$ cat src/rtl/div_pkg.sv
// Shared types and constants for the sequential restoring divider.
package div_pkg;
  typedef enum logic [1:0] {IDLE, LOAD, ITER, DONE} div_state_t;

  localparam int DIV_WIDTH = 8;
  localparam int CNT_W     = $clog2(DIV_WIDTH);
endpackage

$ cat src/rtl/seq_divider_8_div_step.sv
// One shift-subtract step of the restoring divider, purely combinational.
import div_pkg::*;

module div_step (
  input  logic [DIV_WIDTH:0]   r_in,
  input  logic                 q_msb,
  input  logic [DIV_WIDTH-1:0] dvs,
  output logic [DIV_WIDTH:0]   r_out,
  output logic                 q_bit
);
  logic [DIV_WIDTH:0]   t;
  logic [DIV_WIDTH+1:0] d;

  // Subtract is one bit wider than the partial remainder so its MSB is a true borrow.
  always_comb begin
    t     = {r_in[DIV_WIDTH-1:0], q_msb};
    d     = {1'b0, t} - {2'b00, dvs};
    q_bit = ~d[DIV_WIDTH+1];
    r_out = q_bit ? d[DIV_WIDTH:0] : t;
  end
endmodule

$ cat src/rtl/seq_divider_8.sv
// Multi-cycle unsigned restoring divider: one quotient bit per clock, results registered on DONE entry.
// Handshake: Start is a level request sampled only in IDLE; Done stays high while Start is held, and
// the FSM returns to IDLE on the first edge that sees Start low.
import div_pkg::*;

module seq_divider_8 (
  input  logic                 Clk,
  input  logic                 Reset,
  input  logic                 Start,
  input  logic [DIV_WIDTH-1:0] Dividend,
  input  logic [DIV_WIDTH-1:0] Divisor,
  output logic [DIV_WIDTH-1:0] Quotient,
  output logic [DIV_WIDTH-1:0] Remainder,
  output logic                 Busy,
  output logic                 Done,
  output logic                 DivZero,
  output logic [1:0]           dbg_state
);
  localparam logic [CNT_W-1:0] LAST_CNT = CNT_W'(DIV_WIDTH - 1);

  div_state_t           state_q, state_d;
  logic [DIV_WIDTH-1:0] dvd_q, dvd_d;
  logic [DIV_WIDTH-1:0] dvs_q, dvs_d;
  logic [DIV_WIDTH:0]   r_q, r_d;
  logic [DIV_WIDTH-1:0] q_q, q_d;
  logic [CNT_W-1:0]     cnt_q, cnt_d;
  logic [DIV_WIDTH-1:0] quot_q, quot_d;
  logic [DIV_WIDTH-1:0] rem_q, rem_d;
  logic                 dz_q, dz_d;
  logic                 busy_q, busy_d;
  logic                 done_q, done_d;

  logic [DIV_WIDTH:0]   step_r;
  logic                 step_bit;

  div_step u_step (
    .r_in  (r_q),
    .q_msb (q_q[DIV_WIDTH-1]),
    .dvs   (dvs_q),
    .r_out (step_r),
    .q_bit (step_bit)
  );

  always_comb begin
    state_d = state_q;
    dvd_d   = dvd_q;
    dvs_d   = dvs_q;
    r_d     = r_q;
    q_d     = q_q;
    cnt_d   = cnt_q;
    quot_d  = quot_q;
    rem_d   = rem_q;
    dz_d    = dz_q;
    unique case (state_q)
      IDLE: begin
        if (Start) begin
          state_d = LOAD;
          dvd_d   = Dividend;
          dvs_d   = Divisor;
        end
      end
      LOAD: begin
        if (dvs_q == '0) begin
          state_d = DONE;
          quot_d  = '1;
          rem_d   = dvd_q;
          dz_d    = 1'b1;
        end else begin
          state_d = ITER;
          r_d     = '0;
          q_d     = dvd_q;
          cnt_d   = '0;
          dz_d    = 1'b0;
        end
      end
      ITER: begin
        r_d = step_r;
        q_d = {q_q[DIV_WIDTH-2:0], step_bit};
        if (cnt_q == LAST_CNT) begin
          state_d = DONE;
          quot_d  = {q_q[DIV_WIDTH-2:0], step_bit};
          rem_d   = step_r[DIV_WIDTH-1:0];
          dz_d    = 1'b0;
        end else begin
          cnt_d = cnt_q + 1'b1;
        end
      end
      DONE: begin
        if (!Start) state_d = IDLE;
      end
      default: state_d = IDLE;
    endcase
    busy_d = (state_d == LOAD) || (state_d == ITER);
    done_d = (state_d == DONE);
  end

  always_ff @(posedge Clk) begin
    if (Reset) begin
      state_q <= IDLE;
      dvd_q   <= '0;
      dvs_q   <= '0;
      r_q     <= '0;
      q_q     <= '0;
      cnt_q   <= '0;
      quot_q  <= '0;
      rem_q   <= '0;
      dz_q    <= 1'b0;
      busy_q  <= 1'b0;
      done_q  <= 1'b0;
    end else begin
      state_q <= state_d;
      dvd_q   <= dvd_d;
      dvs_q   <= dvs_d;
      r_q     <= r_d;
      q_q     <= q_d;
      cnt_q   <= cnt_d;
      quot_q  <= quot_d;
      rem_q   <= rem_d;
      dz_q    <= dz_d;
      busy_q  <= busy_d;
      done_q  <= done_d;
    end
  end

  assign Quotient  = quot_q;
  assign Remainder = rem_q;
  assign DivZero   = dz_q;
  assign Busy      = busy_q;
  assign Done      = done_q;
  assign dbg_state = state_q;
endmodule

$ cat config.mk
export PLATFORM = sky130hd
export DESIGN_NAME = seq_divider_8
export DESIGN_NICKNAME = d
export VERILOG_FILES = /design/src/rtl/div_pkg.sv /design/src/rtl/seq_divider_8_div_step.sv /design/src/rtl/seq_divider_8.sv
export SDC_FILE = /design/constraint.sdc
export NUM_CORES = 1
export LEC_CHECK = 0
export CORE_MARGIN = 2
export CORE_UTILIZATION = 47
export CTS_CLUSTER_SIZE = 8
export DETAILED_ROUTE_END_ITERATION = 6
export MAX_ROUTING_LAYER = met4
export PLACE_DENSITY = 0.68
export RECOVER_POWER = 100
export REMOVE_ABC_BUFFERS = 1
export SETUP_SLACK_MARGIN = 0.4
export SYNTH_ARGS = -nofsm -noshare
export SYNTH_HDL_FRONTEND = slang
export SYNTH_SLANG_ARGS = --single-unit
$ cat constraint.sdc
create_clock -name Clk -period 6.98 [get_ports Clk]
set_input_delay 1.745 -clock Clk [delete_from_list [all_inputs] [get_ports Clk]]
set_output_delay 1.745 -clock Clk [all_outputs]
set_load 0.02 [all_outputs]
==> flow_metrics.py, run 1 <==
metrics = {
    "synthesis": {
        "ys_async_sr_fraction_pct": 0,
        "yosys_warnings": 0,
        "ys_seq_elements": 56,
        "ys_seq_area_share_pct": 41.0,
        "synth_edf_count": 0,
        "synth_common_cells": "56 x dfxtp_1, 46 x nand2_1, 26 x a21oi_1, 26 x nor2_1, 16 x ha_1",
        "syn_avg_cell_area_um2": 8.73,
        "yosysMostFrequentCell": "dfxtp_1",
        "synth.distinct_cells": 52,
        "syn_area_mm2": 0.00273,
        "syn_inst": 313,
        "yosys.area.top_type": "dfxtp_1",
        "synthFlopType": "dfxtp_1",
        "synth_area_leaders": "dfxtp_1 41%, ha_1 7.3%, nand2_1 6.3%, a21oi_1 4.8%, mux2i_1 4.8%",
        "synth_top_area_share_pct": 41.0,
    },
    "finish": {
        "stdcell_count": 419,
        "area_growth_pct": 18.3,
        "drive_gt1_share_pct": 5.19,
        "final_nets": 382,
        "fin_area_mm2": 0.00323,
        "antenna_cells": 0,
        "fillCellCount": 538,
    },
    "critical_path": {
        "worstSetupEndpointType": "flop",
        "path_cells": "dlygate4sd3_1 -> buf_4 -> inv_1 -> and4_1 -> a31oi_1 -> o21ai_0",
        "worstReg2RegStart": "dbg_state[0]",
        "criticalPathCategory": "in2reg",
        "worst-path-buf-inv": 3,
        "cpPeakStageDelay_ns": 0.52,
        "crit_required_ns": 7.17,
        "cp_max_fo": 44,
        "slowest_stage": "dlygate4sd3_1",
        "critPathLaunchType": "input port",
        "r2r_cells": 7,
        "regToRegSetupSlack_ns": 3.62,
        "worstPathArrival_ns": 3.57,
        "r2r-end": "r_q[0]",
        "cp_top_family": "buffers and inverters",
        "startpoint": "Reset",
    },
    "floorplan": {
        "pin_count": 40,
        "die-area_mm2": 0.00644,
        "die_h_um": 80.2,
        "die_w_um": 80.2,
        "start_util_pct": 49.0,
        "row_count": 27,
        "coreArea_mm2": 0.00557,
    },
    "timing": {
        "fin_tns_setup_ns": 0,
        "relSlewSlack_pct": 10.9,
        "max_freq_mhz": 296,
        "setup_violations": 0,
        "worst_slew_pin_slew_ns": 1.34,
        "final_hold_viol_count": 0,
        "holdWs_ns": 0.466,
        "finalCriticalPeriod_ns": 3.38,
        "rsz0062_at_grt": "false",
        "drv_slew": 0,
        "fin_ws_ns": 3.60,
        "clock_skew_ns": 0.0104,
        "layout_worst_path_cycle_share_pct": 48.4,
    },
    "drt": {
        "drt_drc_violations_left": 0,
        "initialDrtViolationCount": 111,
        "via_per_inst": 5.58,
        "antenna_left": 0,
        "vias": 2340,
        "routedWlPerCell_um": 14.5,
        "totalWireLength_um": 6070,
        "dr.pass1.iters": 4,
    },
    "clocking": {
        "cts_tree": "done",
        "cts_resized": 0,
        "clock-root-buffer": "clkbuf_8",
        "insertion_delay_ns": 0.31,
        "clkTransAtPathRegs_ns": 0.11,
        "clock-sinks": 56,
        "ctsHoldBuffers": 0,
        "post_cts_buffers": 0,
        "clock_path_buffers": 2,
        "cts-htree-levels": 2,
        "cts-buffers-inserted": 5,
    },
    "flow_run": {
        "max-cap-violations": 0,
    },
    "global_route": {
        "grt_pass1_wl_um": 10300,
        "overflow": 0,
        "antenna_found_initial": 0,
        "grt.total_usage_pct": 20.9,
        "grt_pass1_vias": 2118,
        "grt_max_degree": 45,
    },
    "worst_hold_path": {
        "hp-class": "reg2reg",
        "whs_path_depth": 2,
        "holdPathEnd": "dvd_q[0]",
        "min-delay-start": "dvd_q[0]",
    },
    "placed_design": {
        "pre_cts_slack_ns": 3.38,
        "io_buffer_count": 39,
        "hpwlAfterDp_um": 4310,
        "placed_area_mm2": 0.00317,
        "gp_congestion": 0.830,
        "placedCellCount": 411,
    },
    "status": {
        "status": "completed",
    },
    "pwr": {
        "vdd_drop_max_uv": 107,
        "p_per_area_mw_per_mm2": 238,
        "power_leakage_nw": 1.27,
    },
}
-- per-layer routing --
metal / up-vias / part of all wire [%] / global-route usage (%)
met3: 9 / 4.8 / 4.16
met2: 62 / 45 / 31.6
met5: - / 0 / -
li1: 1184 / - / -
met1: 1085 / 49 / 28.5
met4: 0 / 1.4 / 5.93
-- registers in the layout, summed over array words and instances, names as in the netlist --
name	count
Quotient	8
Done	1
dbg_state	2
dvs_q	8
Busy	1
dvd_q	8
DivZero	1
q_q	8
Remainder	8
r_q	8
cnt_q	3
-- report_power, final --
group / switching, mW / leakage [nW] / internal, mW
registers: 0.0187 / 0.458 / 0.349
clock network: 0.109 / 0.0414 / 0.0718
logic: 0.127 / 0.767 / 0.0925
total: 0.255 / 1.27 / 0.514
-- layout make-up --
class	count	area, um^2	share of cell area [%]
sequential	56	1120	34.7
clock buffer	6	72.6	2.25
inverter	15	56.3	1.74
timing repair buffer	41	402	12.4
clock inverter	2	16.3	0.503
tap	72	90.1	2.79
multi-input combinational	227	1470	45.6
-- worst max path at each step --
stage                        end  slack (ns)  depth (start not counted)
floorplan                   Busy        4.45                          6
global route              r_q[1]        3.24                          8
CTS                 Remainder[3]        3.71                          6
global placement    Remainder[1]        3.40                          6
finish              Remainder[3]        3.60                          6
detailed placement  Remainder[3]        3.38                          6
-- stage by stage --
| stage | utilization (%) | total power [mW] |
|---|---|---|
| after detailed placement | 56.8 | 0.607 |
| after global placement | 56.8 | 0.603 |
| final | 58.0 | 0.768 |
| after global routing | 58.0 | 0.811 |
| after CTS | 58.4 | 0.786 |
| after floorplan | - | 0.525 |
-- cell families after synthesis --
group,Yosys count,share of synthesized area [%]
adder cells (fa/ha/maj),17,8.06
XOR/XNOR,4,1.28
AND/OR/NAND/NOR,97,15.8
buffers and inverters,30,4.26
AO/OA/AOI/OAI,95,24.4
multiplexers,14,5.18
flip-flops,56,41.0
-- cells in the final DEF (no fill, tap or decap), drive strengths merged, types with 13 or more instances in the layout --
cell type      Yosys  layout
a21oi             26      26
clkdlybuf4s50      0      16
dfxtp             56      56
dlygate4sd3        0      23
ha                16      16
inv               13      13
mux2i             13      13
nand2             46      46
nor2              27      27
o21ai             18      18
-- worst reg2reg max path: stages, from the launching register on --
cell      delay [ns]
dfxtp_1         0.38
inv_1           0.14
ha_1            0.17
clkbuf_1        0.98
nor2_1          0.16
nor2_1          0.84
nor2_1          0.28
a22o_1          0.30
(Power assumes the default switching activity.)
==> run 2: changes to the inputs <==
Clock period 6.98 ns to 3.3 ns, I/O delays scaled along.
==> flow_metrics.py, run 2 (same netlist as run 1, synthesis figures left out) <==
metrics = {
    "status": {
        "status": "completed",
    },
    "placed_design": {
        "gp_congestion": 0.815,
        "placed_area_mm2": 0.00318,
        "io_buffer_count": 39,
        "hpwlAfterDp_um": 4430,
        "pre_cts_slack_ns": 0.844,
    },
    "floorplan": {
        "coreArea_mm2": 0.00557,
        "die_w_um": 80.2,
        "row_count": 27,
        "pin_count": 40,
        "start_util_pct": 49.0,
        "die-area_mm2": 0.00644,
        "die_h_um": 80.2,
    },
    "clocking": {
        "cts-htree-levels": 2,
        "cts_tree": "done",
        "clock_path_buffers": 2,
        "cts-buffers-inserted": 5,
        "clkTransAtPathRegs_ns": 0.10,
        "clock-root-buffer": "clkbuf_8",
        "clock-sinks": 56,
        "ctsHoldBuffers": 0,
        "insertion_delay_ns": 0.31,
        "cts_resized": 0,
        "post_cts_buffers": 0,
    },
    "finish": {
        "final_common_cell": "dfxtp_1",
        "post-route-util_pct": 58.5,
        "final_cell_mix": "56 x dfxtp_1, 46 x nand2_1, 27 x nor2_1",
        "drive_gt1_share_pct": 5.73,
        "area_growth_pct": 19.3,
        "fillCellCount": 524,
        "antenna_cells": 0,
        "fin_area_mm2": 0.00326,
        "final_nets": 384,
    },
    "critical_path": {
        "worstPathArrival_ns": 2.79,
        "r2r-end": "r_q[3]",
        "criticalPathCategory": "reg2reg",
        "cp_top_family": "simple AND/OR/NAND/NOR gates",
        "slowest_stage": "or4_1",
        "worstReg2RegStart": "dvs_q[0]",
        "cp_common_cell": "nor2_1",
        "critPathLaunchType": "flop",
        "regToRegSetupSlack_ns": 0.74,
        "path_cells": "or4_1 -> nor3_1 -> nor2_1 -> nor2_1 -> nand2_1 -> o21ai_0",
        "cp_max_fo": 15,
        "worstSetupEndpointType": "flop",
        "startpoint": "dvs_q[0]",
        "cpPeakStageDelay_ns": 0.61,
        "crit_required_ns": 3.53,
        "worst-path-buf-inv": 0,
        "r2r_cells": 6,
    },
    "pwr": {
        "vdd_drop_max_uv": 223,
        "power_leakage_nw": 1.28,
        "p_per_area_mw_per_mm2": 500,
    },
    "timing": {
        "worst_slew_pin_slew_ns": 0.992,
        "max_freq_mhz": 391,
        "drv_slew": 0,
        "layout_worst_path_cycle_share_pct": 77.5,
        "rsz0062_at_grt": "false",
        "relSlewSlack_pct": 33.6,
        "clock_skew_ns": 0.00942,
        "setup_violations": 0,
        "fin_ws_ns": 0.743,
        "fin_tns_setup_ns": 0,
        "finalCriticalPeriod_ns": 2.56,
        "final_hold_viol_count": 0,
    },
    "worst_hold_path": {
        "min-delay-start": "dvd_q[7]",
        "holdPathEnd": "dvd_q[7]",
        "hp-class": "reg2reg",
        "whs_path_depth": 2,
    },
    "global_route": {
        "grt_pass1_vias": 2042,
        "overflow": 0,
        "grt.total_usage_pct": 20.1,
        "antenna_found_initial": 0,
        "grt_pass1_wl_um": 9820,
        "grt_max_degree": 25,
    },
    "flow_run": {
        "max-cap-violations": 0,
    },
    "drt": {
        "initialDrtViolationCount": 118,
        "dr.pass1.iters": 5,
        "drt_drc_violations_left": 0,
        "vias": 2288,
        "antenna_left": 0,
        "routedWlPerCell_um": 14.3,
        "via_per_inst": 5.43,
        "totalWireLength_um": 6020,
    },
}
-- run 2: cell count changes in the layout (fill, tap and decap cells not counted), sizes merged --
cell | previous run | this run
buf | 1 | 3
dlygate4sd3 | 23 | 22
clkdlybuf4s50 | 16 | 17
-- run 2: metal layers --
metal	up-vias	track usage, %	share of wire, %	routed length, um
met2	41	30.0	45	2680
met5	-	-	0	0
met1	1056	28.0	51	3040
met3	6	3.37	3.7	220
met4	0	6.10	1.2	74
li1	1185	-	-	-
-- run 2: through the flow --
stage / instances / power (mW) / hold WS (ns)
after floorplan: 298 / 1.11 / 0.431
after CTS: 421 / 1.67 / 0.466
after detailed placement: 413 / 1.29 / 0.451
final: 421 / 1.63 / 0.463
after global placement: 413 / 1.28 / 0.444
after global routing: 421 / 1.72 / 0.490
-- run 2: layout make-up --
cell class / count / area, um^2 / share of cell area, %
repair buffers: 43 / 417 / 12.8
clock inverters: 2 / 16.3 / 0.499
multi-input cells: 227 / 1490 / 45.6
clock buffers: 6 / 72.6 / 2.23
flip-flops and latches: 56 / 1120 / 34.4
well taps: 72 / 90.1 / 2.76
inverters: 15 / 56.3 / 1.73
-- run 2: power breakdown --
group / total, mW / switching [mW] / internal, mW
Sequential: 0.779 / 0.0400 / 0.739
Combinational: 0.471 / 0.269 / 0.201
Clock: 0.381 / 0.229 / 0.152
Total: 1.63 / 0.538 / 1.09
-- run 2: worst min-delay path, stage by stage, from the launching register on --
cell and delay [ns]:
dfxtp_1 0.33, nand2_1 0.05, a21oi_1 0.05
-- run 2: how the worst max path moves through the flow --
stage | depth (start not counted) | to | slack [ns]
CTS | 8 | r_q[6] | 0.83
detailed placement | 8 | r_q[6] | 0.84
global route | 6 | r_q[1] | 0.56
global placement | 8 | r_q[6] | 0.93
floorplan | 6 | r_q[0] | 0.92
finish | 6 | r_q[3] | 0.74
==> run 3: changes to the inputs <==
Settings changed: PLACE_DENSITY 0.68 to 0.7.
Clock period 3.3 ns to 2.2 ns, I/O delays scaled along.
==> flow_metrics.py, run 3 (same netlist as run 1, synthesis figures left out) <==
metrics = {
    "status": {
        "status": "completed",
    },
    "critical_path": {
        "criticalPathCategory": "reg2reg",
        "regToRegSetupSlack_ns": 0.08,
        "critPathLaunchType": "flop",
        "worstSetupEndpointType": "flop",
        "crit_required_ns": 2.41,
        "worstPathArrival_ns": 2.33,
        "worstReg2RegStart": "dvs_q[1]",
        "cp_max_fo": 7,
        "startpoint": "dvs_q[1]",
    },
    "placed_design": {
        "hpwlAfterDp_um": 4630,
        "placed_area_mm2": 0.00330,
        "pre_cts_slack_ns": -0.0376,
        "gp_congestion": 0.873,
        "io_buffer_count": 39,
    },
    "finish": {
        "antenna_cells": 0,
        "post-route-util_pct": 68.4,
        "fillCellCount": 451,
        "area_growth_pct": 39.6,
        "fin_area_mm2": 0.00381,
        "final_cell_mix": "47 x dfxtp_1, 46 x nand2_1, 29 x buf_4",
        "drive_gt1_share_pct": 28.6,
        "final_nets": 419,
        "final_common_cell": "dfxtp_1",
    },
    "global_route": {
        "antenna_found_initial": 0,
        "grt_pass1_wl_um": 11400,
        "grt_pass1_vias": 2415,
        "grt.total_usage_pct": 23.4,
        "overflow": 0,
        "grt_max_degree": 44,
    },
    "floorplan": {
        "pin_count": 40,
        "row_count": 27,
        "die_w_um": 80.2,
        "start_util_pct": 49.0,
        "die_h_um": 80.2,
        "coreArea_mm2": 0.00557,
        "die-area_mm2": 0.00644,
    },
    "drt": {
        "initialDrtViolationCount": 157,
        "vias": 2585,
        "routedWlPerCell_um": 16.4,
        "dr.pass1.iters": 4,
        "antenna_left": 0,
        "drt_drc_violations_left": 0,
        "totalWireLength_um": 7460,
        "via_per_inst": 5.67,
    },
    "clocking": {
        "cts_tree": "done",
        "clkTransAtPathRegs_ns": 0.10,
        "insertion_delay_ns": 0.32,
        "clock_path_buffers": 2,
        "clock-root-buffer": "clkbuf_8",
        "clock-sinks": 56,
        "ctsHoldBuffers": 0,
        "cts-buffers-inserted": 5,
        "cts-htree-levels": 2,
    },
    "flow_run": {
        "max-cap-violations": 0,
    },
    "worst_hold_path": {
        "hp-class": "reg2reg",
        "min-delay-start": "dvd_q[7]",
    },
    "timing": {
        "max_freq_mhz": 471,
        "holdWs_ns": 0.467,
        "clock_skew_ns": 0.0101,
        "layout_worst_path_cycle_share_pct": 96.5,
        "relSlewSlack_pct": 57.4,
        "rsz0062_at_grt": "true",
        "drv_slew": 0,
        "final_hold_viol_count": 0,
        "setup_violations": 0,
        "worst_slew_pin_slew_ns": 0.637,
        "finalCriticalPeriod_ns": 2.12,
        "fin_ws_ns": 0.0771,
    },
    "pwr": {
        "power_leakage_nw": 1.50,
        "vdd_drop_max_uv": 405,
        "p_per_area_mw_per_mm2": 732,
        "p_total_mw": 2.79,
    },
}
[run 3: per-layer routing]
layer	vias up	wire, um	GRT usage (%)
li1	1255	-	-
met1	1240	3270	29.7
met2	75	3750	38.3
met3	15	297	3.60
met4	0	142	7.63
met5	-	0	-
[run 3: through the flow]
step | cells | setup TNS, ns
floorplan | 298 | -2.47
global placement | 427 | -0.0782
detailed placement | 427 | -0.264
CTS | 447 | 0
global route | 456 | 0
finish | 456 | 0
[run 3: what timing repair did]
| item | 4_1_cts | 5_1_grt |
|---|---|---|
| endpoints found under the setup margin | 57 | 40 |
| setup buffers | 12 | 8 |
| resized for setup | 63 | 45 |
| endpoints found under the hold margin | 0 | 0 |
| cloned | 0 | 1 |
| pin swaps | 18 | 11 |
[run 3: cell type report]
cell class	instances	area (um^2)	share of cell area, %
inverter	15	57.6	1.51
tap	72	90.1	2.36
sequential	56	1130	29.7
clock inverter	2	16.3	0.427
clock buffer	6	72.6	1.90
multi-input combinational	228	1740	45.7
timing repair buffer	77	701	18.4
[run 3: final timing paths]
check | end | cells past startpoint
max | Remainder[3] | 9
min | dvd_q[7] | 2
max reg2reg | Remainder[3] | 9
min reg2reg | dvd_q[7] | 2
[run 3: critical path, cell delays in order, from the launching register on]
cell and delay, ns:
dfxtp_2 0.35, inv_2 0.05, ha_4 0.20, nor2b_4 0.12
o31a_1 0.27, o22a_4 0.21, a41oi_4 0.27, buf_8 0.20
mux2i_2 0.27, o21ai_1 0.10
[run 3: report_power, final]
part           switching [mW]  internal, mW  leakage [nW]  total [mW]
Clock                   0.345         0.228        0.0414       0.573
Combinational           0.534         0.506         0.997        1.04
Sequential             0.0668          1.11         0.462        1.18
